**src/rtl/byte_serial_adder.sv**
```systemverilog
// rtl/byte_serial_adder.sv - byte-serial wide adder/subtractor with valid/ready handshakes
// One 8-bit add per clock, LSB byte first, carry registered between bytes.
module byte_serial_adder #(
  parameter int NBYTES = 4
) (
  input  logic                clk,
  input  logic                rst_n,
  input  logic                in_valid,
  output logic                in_ready,
  input  logic [8*NBYTES-1:0] a,
  input  logic [8*NBYTES-1:0] b,
  input  logic                cin,
  input  logic                sub,
  output logic                out_valid,
  input  logic                out_ready,
  output logic [8*NBYTES-1:0] sum,
  output logic                cout,
  output logic                ovf
);

  localparam int W  = 8 * NBYTES;
  localparam int IW = (NBYTES > 1) ? $clog2(NBYTES) : 1;
  localparam logic [IW-1:0] LAST_IDX = IW'(NBYTES - 1);

  localparam logic [1:0] IDLE = 2'd0;
  localparam logic [1:0] RUN  = 2'd1;
  localparam logic [1:0] DONE = 2'd2;

  logic [1:0]    state_q, state_d;
  logic [W-1:0]  a_q, a_d;
  logic [W-1:0]  b_q, b_d;
  logic          carry_q, carry_d;
  logic [IW-1:0] idx_q, idx_d;
  logic [W-1:0]  sum_q, sum_d;
  logic          cout_q, cout_d;
  logic          ovf_q, ovf_d;

  logic [7:0]    a_byte, b_byte;
  logic [8:0]    byte_res;

  always_comb begin
    a_byte = '0;
    b_byte = '0;
    for (int i = 0; i < NBYTES; i++) begin
      if (idx_q == IW'(i)) begin
        a_byte = a_q[8*i +: 8];
        b_byte = b_q[8*i +: 8];
      end
    end
    byte_res = {1'b0, a_byte} + {1'b0, b_byte} + {8'b0, carry_q};
  end

  always_comb begin
    state_d = state_q;
    a_d     = a_q;
    b_d     = b_q;
    carry_d = carry_q;
    idx_d   = idx_q;
    sum_d   = sum_q;
    cout_d  = cout_q;
    ovf_d   = ovf_q;
    case (state_q)
      IDLE: begin
        if (in_valid) begin
          // Subtraction is a + ~b + 1, so b is inverted once at capture.
          a_d     = a;
          b_d     = sub ? ~b : b;
          carry_d = sub ? 1'b1 : cin;
          idx_d   = '0;
          state_d = RUN;
        end
      end
      RUN: begin
        for (int i = 0; i < NBYTES; i++) begin
          if (idx_q == IW'(i)) sum_d[8*i +: 8] = byte_res[7:0];
        end
        carry_d = byte_res[8];
        if (idx_q == LAST_IDX) begin
          cout_d  = byte_res[8];
          ovf_d   = (a_q[W-1] == b_q[W-1]) && (byte_res[7] != a_q[W-1]);
          state_d = DONE;
        end else begin
          idx_d = idx_q + 1'b1;
        end
      end
      DONE: begin
        if (out_ready) state_d = IDLE;
      end
      default: state_d = IDLE;
    endcase
  end

  always_ff @(posedge clk or negedge rst_n) begin
    if (!rst_n) begin
      state_q <= IDLE;
      a_q     <= '0;
      b_q     <= '0;
      carry_q <= 1'b0;
      idx_q   <= '0;
      sum_q   <= '0;
      cout_q  <= 1'b0;
      ovf_q   <= 1'b0;
    end else begin
      state_q <= state_d;
      a_q     <= a_d;
      b_q     <= b_d;
      carry_q <= carry_d;
      idx_q   <= idx_d;
      sum_q   <= sum_d;
      cout_q  <= cout_d;
      ovf_q   <= ovf_d;
    end
  end

  assign in_ready  = (state_q == IDLE);
  assign out_valid = (state_q == DONE);
  assign sum       = sum_q;
  assign cout      = cout_q;
  assign ovf       = ovf_q;

endmodule

```
**config.mk**
```make
export PLATFORM = sky130hd
export DESIGN_NAME = byte_serial_adder
export DESIGN_NICKNAME = d
export VERILOG_FILES = /design/src/rtl/byte_serial_adder.sv
export SDC_FILE = /design/constraint.sdc
export NUM_CORES = 1
export LEC_CHECK = 0
export ABC_AREA = 1
export CAP_MARGIN = 20
export CORE_MARGIN = 2
export CORE_UTILIZATION = 40
export CTS_CLUSTER_DIAMETER = 120
export DETAILED_ROUTE_END_ITERATION = 12
export PLACE_DENSITY = 0.76
export SETUP_SLACK_MARGIN = 0.05
export SYNTH_ARGS = -nofsm -noshare
export SYNTH_HDL_FRONTEND = slang
export SYNTH_SLANG_ARGS = --single-unit
```
**constraint.sdc**
```tcl
create_clock -name clk -period 3.5 [get_ports clk]
set_input_delay 0.7 -clock clk [delete_from_list [all_inputs] [get_ports clk]]
set_output_delay 0.7 -clock clk [all_outputs]
set_load 0.05 [all_outputs]
```
---- After elaboration in Yosys (flattened, before gate mapping) ----
Index checks and enable logic that the tools add are counted.
cells by class
  $add $sub $neg .......................... 3
  equality and inequality tests ........... 11
  muxes and demuxes ....................... 19
  bitwise gates (word level) .............. 1
  reduce and logical (&&, ||, !) cells .... 12
operators by type and width
  kind                   count
  $mux W8                8
  $mux W32               1
  $not A32 Y32           1
  $reduce_and A2 Y1      6
  $mux W2                5
  $add A8 B8 Y9          1
  $add A9 B1 Y9          1
  $eq A2 B2 Y1 const B   3
  $ne A2 B2 Y1 const B   3
  $pmux W2 S3            1
  $reduce_and A3 Y1      2
  $eq A2 B1 Y1 const B   2
  $logic_not A2 Y1       2
  $pmux W2 S2            1
  $add A2 B1 Y2 const B  1
  $mux W1                2
  $ne A2 B1 Y1 const B   1
  $pmux W1 S2            1
  $reduce_bool A2 Y1     1
  $eq A1 B1 Y1           1
  $logic_and A1 B1 Y1    1
  $ne A1 B1 Y1           1
word-level totals
  bits in registers ....................... 103
  output and inout port bits .............. 36

---- Logic depth before layout (Yosys ltp) ----
  depth in word-level cells ............... 9
  gate-level depth with buffers ........... 20

---- Worst setup path after synthesis ----
No wires, ideal clock.
  kind .................................... reg2reg
  start ................................... reg idx_q[0]
  end ..................................... reg sum_q[6], in the netlist sum[6]
  library setup time ...................... 128 ps
  arrival ................................. 2664 ps
  required time ........................... 3372 ps
  setup slack ............................. 708 ps
  cell stages (with the launch flop) ...... 16
  clock period less this slack ............ 2792 ps
  path through ............................ dfrtp_1 inv_1 ha_1 buf_2 buf_2 a21oi_1 o21ai_0 o21ai_0 fa_1 fa_1 o21ai_2 nand2_1 nand2_1 nand2_1 nand2_1 o21ai_0
on the way
  cells in the longest elaborated chain, start to end .. 7
  elaborated cells on any way between the ends .. 15
  those cells by class .................... add/sub: 2; eq/ne: 3; mux: 8; reduce/logical: 2
RTL lines
  element                 line    text
  from (decl)             33      logic [IW-1:0] idx_q, idx_d;
  from (signal assigned)  108     idx_q <= idx_d;
  $logic_not A2 Y1        45, 75
  $mux W8 (4 in a row)    45      if (idx_q == IW'(i)) begin
  $add A8 B8 Y9           50      byte_res = {1'b0, a_byte} + {1'b0, b_byte} + {8'b0, carry_q};
  $add A9 B1 Y9           50
  to (signal assigned)    109     sum_q <= sum_d;
  to (decl)               34      logic [W-1:0] sum_q, sum_d;
Parallel ways exist; a longest one is shown, timed or not.
A chain may end at the register's enable or synchronous reset.

---- Worst setup path after layout ----
Same ends and word-level chain as after synthesis.

==> flow_summary.json <==
{
  "cts_max_path_buffers": 2,
  "grt_pass1_wl_um": 20100,
  "fillCellCount": 1184,
  "register_area_um2": 2580,
  "drt_iter0_markers": 250,
  "critPathBufInv": 1,
  "synthDistinctLibCells": 32,
  "synth_area_um2": 5090,
  "crit_family": "adder cells",
  "dpl-instance-area_um2": 6250,
  "wl_per_cell_um": 13.8,
  "slowest_stage": "fa_1",
  "drive_gt1_share_pct": 7.17,
  "ant_nets": 0,
  "worstHoldPathType": "in2async",
  "drt-total-wl_um": 12000,
  "start_kind": "flip-flop",
  "grt_usage_pct": 18.9,
  "totalPowerFinal_mw": 7.33,
  "place_ws_ns": 0.393,
  "synthCells": 599,
  "htreeDepth": 3,
  "dp.final_hpwl_um": 9320,
  "cts_setup_buffers": 0,
  "clock_latency_ns": 0.34,
  "finClkSkew_ns": 0.00857,
  "yosysWarnings": 0,
  "die_h_um": 117,
  "routed-via-count": 4223,
  "leakage_nw": 3.09,
  "postCtsHoldBufs": 0,
  "worstPathArrival_ns": 3.26,
  "fin_cells": 869,
  "slew_viol_final": 0,
  "multi_input_area_um2": 2240,
  "max_freq_mhz": 327,
  "first_global_vias": 4155,
  "grt_max_degree": 55,
  "rrSetupSlack_ns": 0.44,
  "core-area_um2": 12500,
  "first_pass_iters": 6,
  "syn-num-nets": 682,
  "path_cells": "inv_1 > ha_1 > a21oi_1 > o21ai_0 > o21ai_0 > fa_1 > fa_1 > o21ai_2 > nand2_1 > nand2_1 > nand2_1 > nand2_1 > o21ai_0",
  "route.detailed.drc": 0,
  "cts-root-buf": "clkbuf_16",
  "p_per_area_nw_per_um2": 1120,
  "avgSynthCellArea_um2": 8.51,
  "timing.setup.tns_ns": 0,
  "die_w_um": 117,
  "critPathMaxFanout": 10,
  "critical_path_class": "reg2reg",
  "ys_seq_elements": 103,
  "maxSlewHeadroom_pct": 41.9,
  "cp.required_ns": 3.70,
  "fin_crit_sh_pct": 87.4,
  "final_area_um2": 6550,
  "fin_ws_ns": 0.441,
  "finalNetCount": 775,
  "rsz0062_at_grt": "no",
  "setup_viol": 0,
  "place_congestion": 0.846,
  "yosysSeqAreaShare_pct": 50.6,
  "status": "finished clean",
  "dp_cells": 853,
  "endpoint_kind": "flip-flop",
  "io_pins": 106,
  "dieArea_um2": 13700,
  "maxCapViolations": 0,
  "area_delta_synth_final_pct": 28.5,
  "crit_path_frequent_cell": "nand2_1",
  "start_util_pct": 40.7,
  "ctsResizeCount": 0,
  "cts_sinks": 103,
  "peakVddDrop_mv": 0.443,
  "port_buffers": 105,
  "vias_per_cell": 4.86,
  "cts_buffers": 9,
  "finalHoldViolations": 0,
  "std_cell_rows": 41,
  "clkTransAtPathRegs_ns": 0.07,
  "grt_remaining_overflow": 0,
  "tightest_slew_ns": 0.872,
  "cp_slowest_stage_delay_ns": 0.48,
  "tritoncts": "built",
  "antennaDiodeCount": 0,
  "period_minus_slack_ns": 3.06,
  "antenna_found_initial": 0
}
cells in the mapped netlist, drive strengths merged:
master	count	area, um^2
a21oi	26	134
a22oi	1	7.51
buf	24	150
clkbuf	8	30.0
dfrtp	103	2580
fa	2	40.0
ha	11	138
inv	26	100
nand2	233	877
nand3	24	120
nand3b	1	7.51
nand4	1	6.26
nor2	20	116
o211ai	8	60.1
o21a	1	7.51
o21ai	71	385
o21bai	1	7.51
o31ai	2	15.0
xnor2	35	307
xor2	1	8.76
final timing paths:
path	start	end	depth (start not counted)
worst min register to register	a_q[2]	a_q[2]	2
worst max-delay path	idx_q[0]	sum[6]	13
worst min-delay path	rst_n	sum[17]	1
worst max register to register	idx_q[0]	sum[6]	13
min in group clk	a_q[2]	a_q[2]	2
max in group asynchronous	rst_n	b_q[10]	2
power breakdown:
group | internal [mW] | leakage [nW] | switching (mW)
clock network | 0.513 | 0.138 | 0.454
registers | 1.76 | 1.29 | 0.366
logic | 1.43 | 1.66 | 2.80
sequential cells by signal, indices dropped and copies added, names as in the netlist:
signal and flops:
a_q 32, b_q 32, sum 32, idx_q 2, state_q 2, carry_q 1
cout 1, ovf 1
worst reg2reg max path: cells and delay by family (launching register included):
family / cells / cell delay, ns
and+or+nand+nor: 4 / 0.34
buffers and inverters: 1 / 0.12
adders and majority gates: 3 / 1.30
DFF: 1 / 0.41
AOI/OAI and AO/OA: 5 / 0.76
metrics by stage:
step	util, %	hold slack, ns
finish	52.3	0.392
global route	52.3	0.457
CTS	52.3	0.416
detailed placement	50.0	0.469
global placement	50.0	0.465
floorplan	-	0.404
kinds of logic (layout without fill, tap and decap cells):
group | after synthesis | in the layout | synth area share [%]
compound gates | 110 | 110 | 12.1
buf+inv | 58 | 156 | 5.50
flops | 103 | 103 | 50.6
simple gates | 279 | 279 | 22.1
fa+ha+maj | 13 | 13 | 3.49
xor+xnor | 36 | 36 | 6.19
layout by cell type (no fill, tap or decap), types with 2 or more instances in the layout:
cell	n
a21oi_1	25
xnor2_1	35
clkinvlp_4	2
buf_4	9
o31ai_1	2
o21ai_1	18
inv_2	6
nand3_1	24
nor2_1	15
clkdlybuf4s50_1	103
o21ai_0	45
nand2_1	232
nor2_4	3
o211ai_1	8
clkbuf_16	9
o21ai_2	8
inv_1	19
dfrtp_1	103
inv_6	2
ha_1	10
fa_1	2
routing by layer:
metal / vias up / GRT usage (%) / wire [um]
li1: 2106 / - / -
met1: 1966 / 25.3 / 5600
met2: 133 / 31.3 / 5620
met3: 18 / 2.83 / 574
met4: 0 / 6.82 / 221
met5: - / 0 / 0
area by class of cell:
class | instances | area share, %
clock inverters | 6 | 0.803
well taps | 172 | 3.29
multi-input cells | 438 | 34.2
flip-flops and latches | 103 | 39.4
inverters | 26 | 1.53
repair buffers | 114 | 17.2
clock buffers | 10 | 3.65
Power figures use the tool's default switching activity.
